--- src/rtl/i2c_cfg_master.sv ---
// I2C register-write sequencer: walks a {reg,val} table and writes each entry as
// START, dev-addr+W, reg, val, STOP with ACK checking, retry and clock stretching.
module i2c_cfg_master #(
  parameter int         CLK_HZ    = 50000000,
  parameter int         I2C_HZ    = 100000,
  parameter logic [6:0] DEV_ADDR  = 7'h39,
  parameter int         NUM_REGS  = 64,
  parameter int         MAX_RETRY = 3,
  localparam int        AW        = $clog2(NUM_REGS)
) (
  input  logic          clk50,
  input  logic          reset_n,
  input  logic          start,
  output logic [AW-1:0] rom_addr,
  input  logic [15:0]   rom_data,
  input  logic          scl_in,
  input  logic          sda_in,
  output logic          scl_oe,
  output logic          sda_oe,
  output logic          busy,
  output logic          done,
  output logic          error,
  output logic [AW-1:0] fail_idx
);
  localparam int QDIV = CLK_HZ / (4 * I2C_HZ);
  localparam int CW   = (QDIV > 1) ? $clog2(QDIV) : 1;
  localparam int RW   = $clog2(MAX_RETRY + 2);

  typedef enum logic [3:0] {
    S_IDLE, S_LOAD, S_START, S_BYTE, S_ACK, S_STOP, S_BUF,
    S_NEXT, S_RETRY, S_DONE, S_ERR
  } state_t;

  state_t        state;
  logic [CW-1:0] cnt;
  logic [1:0]    ph;
  logic          stretch;
  logic          load_wait;
  logic          nack;
  logic [2:0]    bit_idx;
  logic [1:0]    byte_sel;
  logic [RW-1:0] retry;
  logic [7:0]    reg_byte;
  logic [7:0]    val_byte;
  logic [7:0]    cur_byte;
  logic          cur_bit;
  logic          tick;

  assign tick = (cnt == CW'(QDIV - 1));

  always_comb begin
    cur_byte = {DEV_ADDR, 1'b0};
    if (byte_sel == 2'd1) cur_byte = reg_byte;
    else if (byte_sel == 2'd2) cur_byte = val_byte;
  end
  assign cur_bit = cur_byte[bit_idx];

  always_ff @(posedge clk50) begin
    if (!reset_n) begin
      state     <= S_IDLE;
      cnt       <= '0;
      ph        <= 2'd0;
      stretch   <= 1'b0;
      load_wait <= 1'b0;
      nack      <= 1'b0;
      bit_idx   <= 3'd7;
      byte_sel  <= 2'd0;
      retry     <= '0;
      reg_byte  <= 8'h00;
      val_byte  <= 8'h00;
      rom_addr  <= '0;
      fail_idx  <= '0;
      busy      <= 1'b0;
      done      <= 1'b0;
      error     <= 1'b0;
      scl_oe    <= 1'b0;
      sda_oe    <= 1'b0;
    end else begin
      done <= 1'b0;
      case (state)
        S_IDLE: if (start) begin
          error     <= 1'b0;
          rom_addr  <= '0;
          retry     <= '0;
          busy      <= 1'b1;
          load_wait <= 1'b1;
          state     <= S_LOAD;
        end
        S_LOAD: if (load_wait) begin
          load_wait <= 1'b0;
        end else begin
          reg_byte <= rom_data[15:8];
          val_byte <= rom_data[7:0];
          if (rom_data == 16'hFFFF) state <= S_DONE;
          else begin
            state <= S_START;
            cnt   <= '0;
            ph    <= 2'd0;
          end
        end
        S_NEXT: begin
          retry <= '0;
          if (rom_addr == AW'(NUM_REGS - 1)) state <= S_DONE;
          else begin
            rom_addr  <= rom_addr + 1'b1;
            load_wait <= 1'b1;
            state     <= S_LOAD;
          end
        end
        S_RETRY: begin
          retry <= retry + 1'b1;
          if (retry == RW'(MAX_RETRY)) state <= S_ERR;
          else begin
            state <= S_START;
            cnt   <= '0;
            ph    <= 2'd0;
          end
        end
        S_DONE: begin
          done  <= 1'b1;
          busy  <= 1'b0;
          state <= S_IDLE;
        end
        S_ERR: begin
          error    <= 1'b1;
          fail_idx <= rom_addr;
          busy     <= 1'b0;
          state    <= S_IDLE;
        end
        S_START, S_BYTE, S_ACK, S_STOP, S_BUF: begin
          // A held-low SCL freezes P1; P2 gets a full quarter once SCL is seen high.
          if (stretch) begin
            if (scl_in) begin
              stretch <= 1'b0;
              cnt     <= '0;
              ph      <= 2'd2;
            end
          end else if (!tick) begin
            cnt <= cnt + 1'b1;
          end else begin
            cnt <= '0;
            if (ph == 2'd1 && !scl_in) begin
              stretch <= 1'b1;
            end else begin
              ph <= ph + 2'd1;
              if (state == S_ACK && ph == 2'd2) nack <= sda_in;
              if (ph == 2'd3) begin
                case (state)
                  S_START: begin
                    state    <= S_BYTE;
                    byte_sel <= 2'd0;
                    bit_idx  <= 3'd7;
                  end
                  S_BYTE: begin
                    if (bit_idx == 3'd0) state <= S_ACK;
                    else bit_idx <= bit_idx - 3'd1;
                  end
                  S_ACK: begin
                    if (nack || byte_sel == 2'd2) state <= S_STOP;
                    else begin
                      byte_sel <= byte_sel + 2'd1;
                      bit_idx  <= 3'd7;
                      state    <= S_BYTE;
                    end
                  end
                  S_STOP:  state <= S_BUF;
                  S_BUF:   state <= nack ? S_RETRY : S_NEXT;
                  default: state <= S_IDLE;
                endcase
              end
            end
          end
        end
        default: state <= S_IDLE;
      endcase

      // Pad drive follows the current phase, one clock behind it.
      case (state)
        S_START: begin scl_oe <= (ph == 2'd3);              sda_oe <= ph[1];         end
        S_BYTE:  begin scl_oe <= (ph == 2'd0 || ph == 2'd3); sda_oe <= ~cur_bit;      end
        S_ACK:   begin scl_oe <= (ph == 2'd0 || ph == 2'd3); sda_oe <= 1'b0;          end
        S_STOP:  begin scl_oe <= (ph == 2'd0);              sda_oe <= (ph < 2'd2);   end
        default: begin scl_oe <= 1'b0;                      sda_oe <= 1'b0;          end
      endcase
    end
  end
endmodule

--- config.mk ---
export PLATFORM = sky130hd
export DESIGN_NAME = i2c_cfg_master
export DESIGN_NICKNAME = d
export VERILOG_FILES = /design/src/rtl/i2c_cfg_master.sv
export SDC_FILE = /design/constraint.sdc
export NUM_CORES = 1
export LEC_CHECK = 0
export CORE_ASPECT_RATIO = 1.5
export CORE_UTILIZATION = 45
export CTS_CLUSTER_SIZE = 16
export DETAILED_ROUTE_END_ITERATION = 10
export PLACE_DENSITY_LB_ADDON = 0.12
export SYNTH_ARGS = -nofsm -noshare
export SYNTH_HDL_FRONTEND = slang
export SYNTH_SLANG_ARGS = --single-unit
--- constraint.sdc ---
create_clock -name clk50 -period 6.35 [get_ports clk50]
set_clock_uncertainty 0.15 [all_clocks]
set_input_delay 1.27 -clock clk50 [delete_from_list [all_inputs] [get_ports clk50]]
set_output_delay 1.27 -clock clk50 [all_outputs]
set_load 0.05 [all_outputs]
==> results of run 1 <==
how the worst min path moves through the flow:
stage | to | startpoint | cells after the start | slack, ns
detailed placement | reg_byte[3] | reg_byte[3] | 2 | 0.30
CTS | reg_byte[3] | reg_byte[3] | 2 | 0.31
global placement | reg_byte[3] | reg_byte[3] | 2 | 0.29
finish | reg_byte[3] | reg_byte[3] | 2 | 0.31
floorplan | reg_byte[3] | reg_byte[3] | 2 | 0.28
global route | reg_byte[1] | reg_byte[1] | 2 | 0.32
cells by family (layout without fill, tap and decap cells):
group / after synthesis / in the layout
buffers and inverters: 38 / 70
AO/OA/AOI/OAI: 85 / 85
AND/OR/NAND/NOR: 165 / 165
adder cells (fa/ha/maj): 14 / 14
flip-flops: 57 / 57
multiplexers: 19 / 19
XOR/XNOR: 6 / 6
metrics by stage:
stage	std cells	area [sq um]	worst slack (ns)	hold slack, ns
after floorplan	384	3160	3.36	0.283
after global placement	479	3520	2.60	0.289
after detailed placement	479	3520	2.55	0.297
after CTS	494	3710	2.95	0.306
after global routing	494	3710	2.82	0.323
final	494	3710	2.93	0.306
final cells by class:
class	instances	area, sq um	area share (%)
Clock buffer	12	155	4.18
Clock inverter	3	40.0	1.08
Inverter	16	60.1	1.62
Multi-Input combinational cell	289	1830	49.4
Sequential cell	57	1140	30.7
Tap cell	78	97.6	2.63
Timing Repair Buffer	39	385	10.4
cells in the mapped netlist, drive strengths merged (4+ instances only):
library cell / n / share of area, %
nor2b: 5 / 0.99
nand4: 7 / 1.6
nand2b: 4 / 0.79
buf: 4 / 1.4
nor2: 38 / 4.5
xnor2: 6 / 1.7
nor4: 4 / 0.79
clkbuf: 18 / 2.5
nand2: 52 / 6.2
mux2i: 14 / 4.4
o211ai: 4 / 0.95
nor3: 13 / 2.1
ha: 14 / 5.6
dfxtp: 57 / 36
a221oi: 6 / 1.9
or2b: 4 / 1.0
inv: 15 / 1.8
nand3: 14 / 2.2
mux2: 5 / 2.0
a21oi: 34 / 5.4
o21ai: 14 / 2.2
cell usage in the layout (no fill, tap or decap), drive strengths merged, types with 13 or more instances in the layout:
master	n
nor3	13
dfxtp	57
nor2	38
inv	15
clkdlybuf4s50	37
nand2	52
mux2i	14
a21oi	34
o21ai	14
ha	14
nand3	14
where the power goes:
part	switching [mW]	total (mW)	internal, mW
Combinational	0.201	0.325	0.124
Sequential	0.0588	0.456	0.397
Clock	0.140	0.339	0.199
registers in the layout (all words and copies together) (netlist names), 2 cells and up:
register / flops
bit_idx: 3
byte_sel: 2
cnt: 7
fail_idx: 6
ph: 2
reg_byte: 8
retry: 3
rom_addr: 6
state: 4
val_byte: 8
worst min-delay path, stage by stage, from the launching register on:
cell and delay (ns):
sky130_fd_sc_hd__dfxtp_1 0.31, sky130_fd_sc_hd__nand2_1 0.05, sky130_fd_sc_hd__a21oi_1 0.05
per-layer routing:
metal | share of wire, % | GRT usage [%] | vias to the layer above | routed length, um
li1 | - | - | 1420 | -
met1 | 40 | 23.1 | 1322 | 3100
met2 | 52 | 37.1 | 59 | 3980
met3 | 4.3 | 4.73 | 20 | 326
met4 | 3.2 | 12.7 | 0 | 245
met5 | 0 | 0 | - | 0
==> run summary, run 1 <==
The flow ran to the end, and the final reports show no timing, DRC or antenna violations. The first global-routing pass estimated 12.3 mm of wire. The number of gates given a new drive strength after cts is 0. For this design, the slowest cell found on the critical path is sky130_fd_sc_hd__a221oi_2. The initial antenna violation count is 0.

The time the final worst path needs with I/O delays and setup is approximately 3.4 ns. After synthesis the netlist holds a flip-flop and latch count of between 50 and 60. The worst reg2reg path startpoint is state[0]. The total of endpoints with negative setup slack in the final report came out at 0.

The final setup TNS is 0 ns. For this configuration, the core starts out at a cell density of 46.4%. The proportion of layout cells with a drive suffix above 1 is under 10%.

The post-synth net total came out at 419. The number of flops mapped to enable cells by yosys came out at 0. The signal on the critical path passes through clkdlybuf4s50_1 -> nand4_1 -> or4_1 -> a221oi_2 -> nor3_1 -> o221a_2. In the synthesized netlist the dominant register cell turns out to be sky130_fd_sc_hd__dfxtp_1. Routability-driven placement finished with a final weighted congestion of about 0.85.

Synthesis produced 384 cells. The total setup buffers inserted after CTS is 0. The nature of the critical path endpoint is a flop. The number of buffers on the longest clock path is 2. The power density over cell area is 302 mW/mm^2.

The average wire per standard cell came out at ~15 um. The remaining number of nets flagged by the antenna check after routing came out at 0. The overall die area is approximately 0.0074 sq mm.

In this run the clock root is driven by a sky130_fd_sc_hd__clkbuf_8. The data arrival time of the critical path is 3.51 ns. The count of clock tree sinks came out at 57. The headroom to the max-slew limit came out at between 20 and 25%. Buffers inserted during clock tree synthesis total 9. The number of synthesis warnings is 0. For this design the top-level I/O count stands at 38. After layout, the worst path uses 53.9% of the clock period.

From synthesis to final layout, the design area changed by 17.6%. Of the total synthesized cell area, the portion taken by full adders, half adders and majority gates is 5.55%. The total track usage came out at 21.3%. The count of different cell masters after synthesis is 61. The flop-to-flop setup slack is 3.06 ns. Input and output buffers added on the ports amount to 37.

The number of cells on the critical path is 6. In this run the worst path has a maximum fanout of 9. The synthesized netlist devotes between 15 and 20% of its cell area to compound gates. The detailed-route wire length came out at about 7.7 mm.

The share of synthesized flip-flops with an asynchronous set or reset is 0%. The post-route total power came out at around 1.1 mW. The net count of the finished layout is 447. The number of rows in the core area came out at 37. The worst reg2reg path depth is 5. The maximum operating frequency is slightly below 0.3 GHz. The mapped cell area is ~0.0032 sq mm. The TritonCTS clock tree is built.

0 antenna diodes ended up in the layout. On the critical path the largest part of the delay comes from compound AO/OA/AOI/OAI gates. The leakage power is between 1 and 1.5 nW. The detailed placement HPWL is between 5 and 6 mm.

The die height came out at about 100 um. Summing the areas of all xor and xnor instances in the mapped netlist gives between 1.5 and 2% of the synthesized area. Summing the areas of all and, or, nand and nor instances in the mapped netlist gives between 20% and 30% of the synthesized area. The most critical setup path has its endpoint at cnt[6]. The average size of a mapped cell is between 8 and 9 sq um. The path type of the worst min-delay path is reg -> reg. The mean number of vias per cell came out at roughly 5.7.

The first detailed-routing pass ran for 5 iterations. In this run the worst setup path begins at rom_data[2]. In this design, the stage delay of the slowest critical-path cell is 0.64 ns. The share of synthesized area occupied by flip-flops and latches came out at a little over a third. The final standard cell utilization of the core is 54.5%.

The multiplexer area fraction after synthesis came out at under 10%. The clock-pin slew reported for the worst setup and hold paths after clock tree synthesis is 0.06 ns. The number of max-slew violations in the final report is 0.

The end of the worst register-to-register path is ph[1]. Entering global routing, the biggest net connects 26 pins. The number of global-route vias before repair was 2,721. The area of the placeable core is about 0.0068 sq mm. The overflow left after global routing came out at 0. After synthesis, the largest family of logic cells by area is simple AND/OR/NAND/NOR gates.

The critical path is of the in -> reg type. The total via count in the routed design is 2,821. The final hold violation count came to 0. The number of filler cells placed in the layout is 647. The slew of the pin with the lowest slew margin came out at around 1.1 ns. The buffer and inverter count on the worst path came out at 1.

The worst setup path is launched from an input port. The overall die width came out at slightly above 70 um. The reported max-cap violation count came out at 0. For this design, the CTS-stage hold fixing added 0 buffers.

IR analysis of the VDD net gives a maximum drop of 169 uV. The number of levels in the clock H-tree is 3. Setup repair after global routing left no endpoint under its margin. The detailed router's first-iteration violation count came out at 129. The data required time of the critical path came out at between 6 and 7 ns.

The later-pin clock latency in the skew report came out at roughly 0.35 ns. For this run, design rule violations remaining after detail routing come to 0.
(Power assumes the default switching activity.)
==> run 2: changes to the inputs <==
Clock period 6.35 ns to 3 ns, I/O delays scaled along.
==> run 2 against run 1 <==
Utilization increased by 1.2 points; clock-buffer cell count fell by 2; flip-flop and latch count did not move; non-clock buffer count is 12 higher; routed wire length rose by 3.9%; clock power is 100% higher; combinational power increased by 140%; largest cell class unchanged.
==> run summary, run 2 (same netlist as run 1, synthesis figures left out) <==
The number of iterations in the first detailed-routing pass is 4. The total setup buffers inserted after CTS is 0. The total track usage came out at 23.2%. Dividing total power by cell area gives a power density of approximately 640 mW/mm^2. The wire length of the first global-routing pass came out at 13.4 mm.

The library cell used most frequently in the layout, excluding fill and tap cells, is sky130_fd_sc_hd__dfxtp_1. The total of hold buffers inserted after clock tree synthesis came out at 0. The clock group share of total power came out at about 28%. The count of clock tree sinks is 57. STA classifies the critical path startpoint as a flop.

The post-route worst hold slack is 0.304 ns. The final setup TNS is 0 ns. The effective utilization at floorplan came out at 46.4%.

The final hold violation count came out at 0. The clock tree root driver cell is sky130_fd_sc_hd__clkbuf_8. The number of gates given a new drive strength after cts came out at 0. The worst setup path is captured at a flop.

The detailed router's first-iteration violation count is 172. Per report_power, the combinational group accounts for 32.3% of the total. In this run the critical register-to-register path is launched from ph[1]. The reported max-cap violation count is 0.

Leaving out fill and tap cells, the most frequent cells in the layout are sky130_fd_sc_hd__dfxtp_1 (57), sky130_fd_sc_hd__nand2_1 (52), sky130_fd_sc_hd__nor2_1 (38). The average wire per standard cell came out at ~16 um. The detailed-route wire length came out at roughly 7.9 mm.

The flop-to-flop setup slack came out at 0.28 ns. The TritonCTS clock tree is built. The fraction of power spent switching nets is between 30% and 40%. The congestion estimate from routability-driven global placement came to about 0.89. The proportion of layout cells with a drive suffix above 1 came out at 11.2%. The headroom to the max-slew limit is around half. The count of input and output buffers came out at 37.

The area added between synthesis and finish is 20.2%. The overall die width came out at just over 70 um. The slew of the pin with the lowest slew margin is ~0.78 ns. The flow ran to the end, and the final reports show no timing, DRC or antenna violations.

The maximum number of pins on one net before global-route repair came out at 26. The die covers around 0.0074 sq mm. The part of the power in registers is 39.2%. The remaining number of nets flagged by the antenna check after routing came out at 0.

The final critical-path share of the clock period is between 90% and 100%. The mean number of vias per cell is 5.69. The largest registers in the layout are reg_byte (8), val_byte (8), cnt (7). The data arrival time of the critical path is 2.81 ns.

The number of standard cells in the final layout excluding fillers is 507. The die height is 105 um. The slowest cell on the critical path is sky130_fd_sc_hd__or4b_1. The total DRC errors in the routed layout is 0.

In this run the core area contains 37 standard-cell rows. The worst hold path terminates at busy. Once detailed placement completed, the half-perimeter wirelength came to 5.75 mm.

The path type of the worst min-delay path is reg -> reg. The worst reg2reg path depth is 6. The critical path contains buffers and inverters numbering 0 combined.

The data required time of the critical path is a little over 3 ns. The repair_antennas step left the layout with diodes totalling 0. The number of buffers on the longest clock path is 2. The total of endpoints with negative setup slack in the final report is 0. During I/O placement, the number of pins put on the boundary was 38. The number of max-slew violations in the final report was 0. The maximum fanout count along the critical path is 6.

Broken down by cell family, the worst path's largest delay share belongs to simple AND/OR/NAND/NOR gates. The critical path is of the reg -> reg type. The worst hold path was traced through 2 stages. The internal power contribution is about 1.5 mW. Setup repair after global routing left no endpoint under its margin. The later-pin clock latency in the skew report is 0.34 ns.

In this run the critical register-to-register path is captured at bit_idx[1]. The maximum operating frequency came out at 0.367 GHz. The signal on the critical path passes through ha_1 -> or2b_2 -> nor4b_4 -> or4b_1 -> or3b_4 -> mux2_4. The overflow left after global routing came out at 0. The initial antenna violation count came to 0. The number of global-route vias before repair came out at approximately 2,900. The leakage power came out at 1.38 nW.

The power spent charging and discharging nets came out at between 0.8 and 0.9 mW. The number of levels in the clock H-tree came out at 3. The total via count in the routed design came out at between 2,000 and 3,000.

The clock buffer count from CTS is 9. The net total in the final layout is about 460. The time the final worst path needs with I/O delays and setup came out at ~2.7 ns. The clock-pin slew reported for the worst setup and hold paths after clock tree synthesis is roughly 0.060 ns. The placed cell count came out at between 400 and 500. The worst-case IR drop observed on VDD is ~370 uV. The worst hold path begins at busy.

The total area inside the core boundary comes to 0.00681 sq mm. The delay of the slowest critical-path stage is 0.48 ns.
run 2: changes by cell type in the layout (fill, tap and decap cells not counted):
cell	previous run	this run
sky130_fd_sc_hd__clkbuf_8	11	9
sky130_fd_sc_hd__buf_4	2	14
sky130_fd_sc_hd__clkinv_2	2	4
sky130_fd_sc_hd__clkinv_4	0	1
run 2: through the flow:
stage	setup WS, ns	power, mW	util [%]	instance area [sq um]
final	0.276	2.42	55.7	3790
after global routing	0.161	2.58	55.7	3790
after CTS	0.281	2.44	55.7	3790
after detailed placement	0.0472	1.74	53.0	3610
after global placement	0.0848	1.73	53.0	3610
after floorplan	0.466	1.50	-	3160
run 2: area by class of cell:
cell class                 instances  area (sq um)
multi-input combinational        289          1830
clock inverter                     6          58.8
tap                               78          97.6
inverter                          16          60.1
fill                             645          3010
timing repair buffer              51           475
sequential                        57          1140
clock buffer                      10           128
run 2: power by group through the flow:
stage / clock (mW) / combinational (mW) / sequential (mW)
floorplan: 0 / 0.561 / 0.936
CTS: 0.712 / 0.781 / 0.946
global route: 0.745 / 0.869 / 0.964
detailed placement: 0 / 0.776 / 0.963
finish: 0.687 / 0.781 / 0.948
global placement: 0 / 0.772 / 0.960
run 2: layer usage:
layer / wire length, um / vias up / GRT usage (%)
met5: 0 / - / 0
met4: 261 / 0 / 14.4
met3: 324 / 16 / 4.92
met2: 3900 / 63 / 38.2
met1: 3460 / 1360 / 27.0
li1: - / 1444 / -
run 2: worst max path at each step:
| stage | from | end | depth (start not counted) |
|---|---|---|---|
| detailed placement | scl_in | bit_idx[1] | 6 |
| floorplan | ph[1] | bit_idx[0] | 6 |
| finish | ph[1] | bit_idx[1] | 6 |
| global placement | scl_in | bit_idx[0] | 6 |
| global route | ph[1] | bit_idx[0] | 6 |
| CTS | ph[1] | bit_idx[1] | 6 |
run 2: worst min-delay path, stage by stage (launching register included):
cell                      delay (ns)
sky130_fd_sc_hd__dfxtp_1        0.31
sky130_fd_sc_hd__inv_1          0.05
sky130_fd_sc_hd__a21oi_1        0.05
==> run 3: changes to the inputs <==
Settings changed: CORE_ASPECT_RATIO 1.5 to 0.5.
==> run 3 against run 2 <==
Die area grew 0.19%; largest power group is now the clock network; critical path type unchanged; utilization rose by 2.6 points; final cell count grew 2.2%; design area grew 3.5%; clock-buffer cell count is 3 higher; routed wire length decreased by 0.98%; highest routed layer unchanged; sequential power fell by 0.4%; clock power grew 54%; hold slack worse by 0.0015 ns; global-route usage shrank 0.25 points; combinational power barely moved.
==> run summary, run 3 (same netlist as run 1, synthesis figures left out) <==
In the routed layout, each cell is associated on average with a via count of 5.58. At the end of the flow, the number of nets in the layout was 457. The detailed router placed slightly below 3,000 vias in this run. In the layout the commonest cells are sky130_fd_sc_hd__dfxtp_1 (57), sky130_fd_sc_hd__nand2_1 (52), sky130_fd_sc_hd__nor2_1 (38). STA classifies the critical path endpoint as a flop. The initial antenna violation count came out at 0. The reported max-cap violation count came out at 0.

OpenSTA, run right after detailed placement, puts the worst setup slack at 0.0474 ns. Leaving out fill and tap cells, the most frequent cell in the layout is sky130_fd_sc_hd__dfxtp_1. The final setup TNS is 0 ns. The number of global-route vias before repair is about 2,700.

The slowest cell on the critical path is sky130_fd_sc_hd__or4b_1. The final critical-path share of the clock period came out at between 90% and 100%. The die is between 100 and 150 um wide. The number of max-slew violations in the final report was 0. The design area came out at 0.00392 sq mm.

The area of the placeable core came out at roughly 0.0067 sq mm. The critical path goes through ha_1 -> or2b_2 -> nor4b_4 -> or4b_1 -> or3b_4 -> mux2_4. The detailed-route wire length is just under 8 mm. The wire length of the first global-routing pass is between 10 and 15 mm. The floorplan step defined a die boundary enclosing around 0.0074 sq mm.

The run finished with clean final reports. For this run, the top clock speed supported by timing is approximately 0.37 GHz. Clock latency on the worst-skew pair, taken at its later pin, is 0.33 ns.

The largest registers in the layout are reg_byte (8), val_byte (8), cnt (7). The maximum VDD drop came out at roughly 320 uV. The number of levels in the clock H-tree came out at 3. The routability congestion estimate from global placement came out at 0.811.

The maximum number of pins on one net before global-route repair came out at 24. The slew of the pin with the lowest slew margin is roughly 0.61 ns. The data arrival time of the critical path came out at around 2.8 ns.

The pre-antenna-repair detailed-routing pass consisted of 4 iterations. The I/O pin total came out at 38. The overflow left after global routing came out at 0. The headroom to the max-slew limit is around 60%.

TritonCTS built the clock tree. The critical path in this run is classified as reg -> reg. The effective utilization at floorplan is a little under half. The total of hold buffers inserted after clock tree synthesis is 0. The clock buffer count from CTS came out at 9. The final hold violation count came out at 0. The post-place instance area came out at ~0.0036 sq mm. The floorplan step set the die height to around 60 um. After layout, the worst setup slack is roughly 0.29 ns. The clock-pin slew reported for the worst setup and hold paths after clock tree synthesis came out at around 0.05 ns. The average wire per standard cell is between 15 and 20 um.

The area growth from synthesis to layout is 24.3%. Setup repair after global routing left no endpoint under its margin. The total DRC errors in the routed layout came out at 0. The worst setup path is launched from a flop.

The time the final worst path needs with I/O delays and setup is between 2 and 3 ns. Buffers placed on the I/O ports in this run total 37. The antenna diode count is 0.

Clock tree synthesis selected as its root buffer the cell sky130_fd_sc_hd__clkbuf_16. The tightest min-delay check is of the reg -> reg type. The number of rows in the core area came out at 21.

In the final layout, flip-flops and latches occupy around 0.0011 sq mm. The post-route netlist has between 10% and 20% of its cells at a drive strength greater than 1. The remaining number of nets flagged by the antenna check after routing came out at 0. The number of filler cells placed in the layout came out at 649.

The total setup buffers inserted after CTS is 0. Clock tree synthesis found a total of 57 sinks. Setup violations remaining at the end of the flow were counted as 0. The detailed router's first-iteration violation count came out at between 150 and 200. The leakage power came out at ~1.4 nW. The delay of the slowest critical-path stage is about 0.5 ns.

The power density over cell area is between 700 and 800 mW/mm^2. The footprint of the multi-input gates came out at approximately 0.0018 sq mm. The number of buffers on the longest clock path came out at 2.

The data required time of the critical path came out at a little over 3 ns. In this run the worst path has a maximum fanout of 6. Global routing used a little under a quarter of the available tracks. The number of gates resized after CTS was 0.

The wire-length estimate of the detail-placed layout is approximately 5.6 mm.
-- run 3: cell count changes in the layout (fill, tap and decap cells not counted) --
cell                        before  now
sky130_fd_sc_hd__clkinv_2        4    1
sky130_fd_sc_hd__clkbuf_16       0    9
sky130_fd_sc_hd__clkinv_4        1    0
sky130_fd_sc_hd__clkbuf_8        9    4
sky130_fd_sc_hd__buf_4          14   12
sky130_fd_sc_hd__clkbuf_1        1    0
-- run 3: final timing paths --
path | slack [ns] | depth (start not counted) | from | end
worst max-delay path | 0.29 | 6 | ph[1] | bit_idx[0]
worst min-delay path | 0.30 | 2 | reg_byte[6] | reg_byte[6]
worst max register to register | 0.29 | 6 | ph[1] | bit_idx[0]
worst min register to register | 0.30 | 2 | reg_byte[6] | reg_byte[6]
-- run 3: per-stage QoR --
| stage | hold WS (ns) | std cells | power (mW) | utilization, % |
|---|---|---|---|---|
| after detailed placement | 0.298 | 503 | 1.73 | 53.6 |
| after CTS | 0.304 | 518 | 2.80 | 58.3 |
| final | 0.302 | 518 | 2.78 | 58.3 |
| after floorplan | 0.283 | 384 | 1.50 | - |
| after global routing | 0.321 | 518 | 2.93 | 58.3 |
| after global placement | 0.291 | 503 | 1.70 | 53.6 |
-- run 3: power breakdown --
| group | internal, mW | switching [mW] |
|---|---|---|
| registers | 0.843 | 0.101 |
| clock network | 0.725 | 0.334 |
| logic | 0.305 | 0.472 |
-- run 3: area by class of cell --
class                      count  share of cell area (%)
clock inverter                 2                   0.893
timing repair buffer          49                    11.7
multi-input combinational    289                    46.7
inverter                      16                    1.53
sequential                    57                    29.1
clock buffer                  13                    7.14
tap                           92                    2.93
-- run 3: critical path: cells and delay by family, from the launching register on --
kind          cells  cell delay [ns]
fa+ha+maj         1             0.20
flops             1             0.42
simple gates      4             1.52
mux               1             0.30
-- run 3: layer usage --
layer / up-vias / wire length, um / global-route usage (%)
met5: - / 0 / 0
met4: 0 / 22 / 9.35
met3: 2 / 492 / 8.61
met2: 77 / 3470 / 37.4
met1: 1362 / 3880 / 28.2
li1: 1449 / - / -
